`src/rtl/thirty_two_bit_multiplier.sv`:
```
// rtl/thirty_two_bit_multiplier.sv - signed 32x32->64 radix-4 Booth multiplier, registered product
// Optional build macro: MULT_INPUT_REG_EN adds an input register stage (latency 2 instead of 1).

module thirty_two_bit_multiplier #(
    parameter int WIDTH = 32
) (
    input  logic               clk,
    input  logic               rst_n,
    input  logic               in_valid,
    input  logic [2*WIDTH-1:0] a,
    input  logic [2*WIDTH-1:0] b,
    output logic [2*WIDTH-1:0] product,
    output logic               out_valid
);

    localparam int PW   = 2 * WIDTH;
    localparam int NDIG = WIDTH / 2 + 1;
    localparam int TREE = 1 << $clog2(NDIG);

    // Upper operand halves carry no meaning for this multiplier.
    logic unused_upper;
    assign unused_upper = ^{a[PW-1:WIDTH], b[PW-1:WIDTH]};

    logic [WIDTH-1:0] op_a;
    logic [WIDTH-1:0] op_b;
    logic             op_valid;

`ifdef MULT_INPUT_REG_EN
    logic [WIDTH-1:0] a_q;
    logic [WIDTH-1:0] b_q;
    logic             in_valid_q;

    // Input stage: capture the used operand halves and their valid flag.
    always_ff @(posedge clk or negedge rst_n) begin
        if (!rst_n) begin
            a_q        <= '0;
            b_q        <= '0;
            in_valid_q <= 1'b0;
        end else begin
            a_q        <= a[WIDTH-1:0];
            b_q        <= b[WIDTH-1:0];
            in_valid_q <= in_valid;
        end
    end

    assign op_a     = a_q;
    assign op_b     = b_q;
    assign op_valid = in_valid_q;
`else
    assign op_a     = a[WIDTH-1:0];
    assign op_b     = b[WIDTH-1:0];
    assign op_valid = in_valid;
`endif

    // Multiplicand multiples selectable by a Booth digit.
    logic [PW-1:0] a_pos;
    logic [PW-1:0] a_neg;
    logic [PW-1:0] a2_pos;
    logic [PW-1:0] a2_neg;

    assign a_pos  = {{WIDTH{op_a[WIDTH-1]}}, op_a};
    assign a_neg  = (~a_pos) + PW'(1);
    assign a2_pos = a_pos << 1;
    assign a2_neg = a_neg << 1;

    // Multiplier with the implicit zero below bit 0 and two sign bits on top,
    // so the last digit (always 0 for a signed operand) stays well defined.
    logic [WIDTH+2:0] b_ext;
    assign b_ext = {{2{op_b[WIDTH-1]}}, op_b, 1'b0};

    logic [PW-1:0] pp [NDIG];

    // Booth recoding: each overlapping bit triplet picks 0, +-a or +-2a, weighted by 4^j.
    always_comb begin
        logic [2:0]    digit;
        logic [PW-1:0] sel;
        digit = 3'b000;
        sel   = '0;
        for (int j = 0; j < NDIG; j++) begin
            digit = b_ext[2*j +: 3];
            case (digit)
                3'b001, 3'b010: sel = a_pos;
                3'b011:         sel = a2_pos;
                3'b100:         sel = a2_neg;
                3'b101, 3'b110: sel = a_neg;
                default:        sel = '0;
            endcase
            pp[j] = sel << (2 * j);
        end
    end

    logic [PW-1:0] tree [TREE];

    // Pairwise adder tree over the partial products, padded with zeros to a power of two.
    always_comb begin
        for (int i = 0; i < TREE; i++) begin
            tree[i] = (i < NDIG) ? pp[i] : '0;
        end
        for (int s = 1; s < TREE; s = s * 2) begin
            for (int i = 0; i < TREE; i = i + 2 * s) begin
                tree[i] = tree[i] + tree[i + s];
            end
        end
    end

    logic [PW-1:0] product_d;
    logic [PW-1:0] product_q;
    logic          out_valid_d;
    logic          out_valid_q;

    assign product_d   = tree[0];
    assign out_valid_d = op_valid;

    // Output stage: product loads every cycle, valid follows the operand valid.
    always_ff @(posedge clk or negedge rst_n) begin
        if (!rst_n) begin
            product_q   <= '0;
            out_valid_q <= 1'b0;
        end else begin
            product_q   <= product_d;
            out_valid_q <= out_valid_d;
        end
    end

    assign product   = product_q;
    assign out_valid = out_valid_q;

endmodule

```
`config.mk`:
```
export PLATFORM = sky130hd
export DESIGN_NAME = thirty_two_bit_multiplier
export DESIGN_NICKNAME = d
export VERILOG_FILES = /design/src/rtl/thirty_two_bit_multiplier.sv
export SDC_FILE = /design/constraint.sdc
export NUM_CORES = 2
export LEC_CHECK = 0
export ABC_CLOCK_PERIOD_IN_PS = 1400
export BUFFER_PORTS_ARGS = -buffer_cell sky130_fd_sc_hd__buf_2
export CORE_MARGIN = 1.5
export CORE_UTILIZATION = 25
export DETAILED_ROUTE_END_ITERATION = 16
export PLACE_DENSITY = 0.47
export SLEW_MARGIN = 5
export SYNTH_ARGS = -nofsm -noshare
export SYNTH_HDL_FRONTEND = slang
export SYNTH_SLANG_ARGS = --single-unit
export TNS_END_PERCENT = 100
```
`constraint.sdc`:
```
create_clock -name clk -period 1.4 [get_ports clk]
set_input_delay 0.42 -clock clk [delete_from_list [all_inputs] [get_ports clk]]
set_output_delay 0.42 -clock clk [all_outputs]
set_load 0.05 [all_outputs]
```
==> metrics.md <==
| Metric | Value |
|---|---|
| Status | `finished with violations` |
| Failing checks | `negative setup slack` |
| CP max stage cell | `or4_4` |
| Yosys top cell by area | `fa_1` |
| Post-layout minimum cycle time | `8.765 ns` |
| Highest clock rate | `114.1 MHz` |
| Drt pass-1 iters | `9` |
| Async SR Flop Fraction | `1.000` |
| Mapped Cells | `5663` |
| CTS Buf Count | `9` |
| Met2 Usage GRT | `0.4240` |
| Via-to-Cell Ratio | `5.600` |
| FF+latch area | `0.001632 mm2` |
| Number of buffers added on ports | `131` |
| Post-synth top area share | `0.2987` |
| Chip width | `416.2 um` |
| Top cells by count, synth | `fa_1 (637), inv_1 (624), a21oi_1 (586)` |
| Die Height | `416.2 um` |
| Setup CP Type | `in2reg` |
| Critical path peak fanout | `5` |
| Synth Area per Inst | `7.538 um2` |
| Seq/Total Area, Yosys | `0.03810` |
| Initial antenna violation count | `6` |
| Post-synth EDFFs | `0` |
| Period utilisation layout | `6.261` |
| Max Slew Vio Count | `0` |
| # DRC | `0` |
| WP data required | `1.72 ns` |
| Layout cells sized above 1 | `0.3208` |
| Netlist cell types | `89` |
| Via count of the routed design | `49.42k` |
| Top Usage Layer GRT | `met2` |
| Slew headroom | `0.4236` |
| Final Setup Violations | `71` |
| Grt met3 use | `0.04095` |
| Max Cap Viol | `0` |
| Tightest Hold Check Type | `in2reg` |
| Multi-input gate area | `0.03887 mm2` |
| RSZ-0062 raised after global routing | `true` |
| Filler cells | `17.67k` |
| First-pass GRT wire length | `344400 um` |
| Synthesized net count | `6561` |
| Worst setup EP type | `flop` |
| Final RePlAce weighted congestion | `0.9778` |
| Fin nets | `7498` |
| Routed wire length | `237200 um` |
| Pin count of the biggest net entering global routing | `74` |
| Peak per-stage delay on the critical path | `0.56 ns` |
| Post-detail-place hpwl | `196300 um` |
| CTS Root Cell | `clkbuf_16` |
| Rows | `151` |
| Mapped cell area | `0.04269 mm2` |
| Initial DRC count | `6252` |
| Final core utilization | `0.3529` |
| Total track usage | `0.2682` |
| CTS Sinks | `65` |
| Antenna-violating nets left | `0` |
| Core ar. | `0.1695 mm2` |
| Area growth, synth to finish | `40.12%` |
| Top FF cell, synth | `dfrtp_1` |
| Final hold violation count | `0` |
| Yosys reg bits | `65` |
| Top post-synthesis cells by area | `fa_1 (30%), a21oi_1 (6.9%), a221oi_1 (6.4%)` |
| Grt total ovfl | `0` |
| Worst Max-Slew Pin Slew | `0.8637 ns` |
| CP top delay family | `adder cells` |
| M1 GR Usage | `0.3600` |
| DIE AREA | `0.1732 mm2` |
| # IOs | `196` |
| CTS tree | `done` |
| Count leader, synth | `fa_1` |
| Worst-path clk slew | `0.06 ns` |
| Crit path arrival time | `9.09 ns` |
| CTS Buffer Depth | `2` |
| CP Launch Type | `primary input` |
| Avg WL per Cell | `26.88 um` |
| Vias in the first global route | `47.78k` |
| Starting Density | `0.2519` |
| Slack of the critical path | `-7.365 ns` |
| Buf/Inv on CP | `8` |
| Synth warn | `0` |
| Htree depth | `3` |
-- per-layer routing --
layer | vias to the layer above | wire (um)
met5 | - | 13
met4 | 2 | 13230
met3 | 467 | 19590
met2 | 2737 | 106200
met1 | 24560 | 98140
li1 | 21650 | -
-- cells in the final DEF (no fill, tap or decap), types with 65 or more instances in the layout --
master | netlist | final
a221o_1 | 90 | 89
o21ai_0 | 512 | 463
mux2_2 | 73 | 67
a22oi_1 | 69 | 66
nor2_1 | 400 | 386
buf_12 | 0 | 122
ha_1 | 130 | 65
a31oi_1 | 117 | 113
inv_1 | 624 | 607
fa_1 | 637 | 601
nand2_1 | 484 | 464
a221oi_1 | 311 | 300
buf_4 | 4 | 1243
ha_4 | 0 | 65
a21oi_1 | 586 | 533
xnor2_1 | 120 | 88
buf_6 | 5 | 138
a21o_1 | 136 | 136
-- metrics by stage --
stage,hold slack [ns],setup TNS (ns),worst slack [ns],area (um2),cells
after floorplan,0.1244,-344.72,-7.339,43750,5663
after global placement,0.4447,-398.82,-7.856,56250,8745
after detailed placement,0.4495,-401.32,-7.940,56250,8745
after CTS,0.07871,-363.26,-7.297,58430,8799
after global routing,0.09329,-372.52,-7.575,59810,8823
final,0.1229,-360.55,-7.365,59810,8825
-- state kept, by name, indices dropped and copies added, names as in the netlist --
register   count
product       64
out_valid      1
-- cells by family after synthesis --
| kind of cell | share of synthesized area |
|---|---|
| buffers and inverters | 0.1145 |
| adders and majority gates | 0.3368 |
| and+or+nand+nor | 0.1096 |
| muxes | 0.02875 |
| AOI/OAI and AO/OA | 0.3332 |
| xor gates and xnor gates | 0.03901 |
| DFF | 0.03810 |
-- what timing repair did --
| action | in CTS | in global routing |
|---|---|---|
| resized for setup | 372 | 242 |
| gates cloned | 2 | 2 |
| hold buffers | 1 | 0 |
| setup buffers | 41 | 40 |
| pin swaps | 75 | 113 |
| endpoints found under the hold margin | 2 | 0 |
| setup endpoints to repair | 128 | 105 |
-- final cells by class --
cell class / count / area share
multi-input combinational: 4315 / 0.6498
timing repair buffer: 1568 / 0.2309
tap: 2218 / 0.04640
inverter: 641 / 0.04060
sequential: 65 / 0.02728
clock buffer: 11 / 0.004058
clock inverter: 3 / 0.0007112
antenna: 4 / 0.0001673
-- worst paths after layout --
| path | depth (start not counted) | slack (ns) | end | start |
|---|---|---|---|---|
| worst max-delay path | 35 | -7.37 | product[61]$_DFF_PN0_ | a[6] |
| worst min-delay path | 1 | 0.12 | out_valid$_DFF_PN0_ | in_valid |
| max in group asynchronous | 3 | 0.35 | product[61]$_DFF_PN0_ | rst_n |
| min in group asynchronous | 2 | 0.53 | product[16]$_DFF_PN0_ | rst_n |
Power is left out: the tool's default activity adds up to more than one toggle a clock period on the data nets, which glitch-free logic cannot reach.
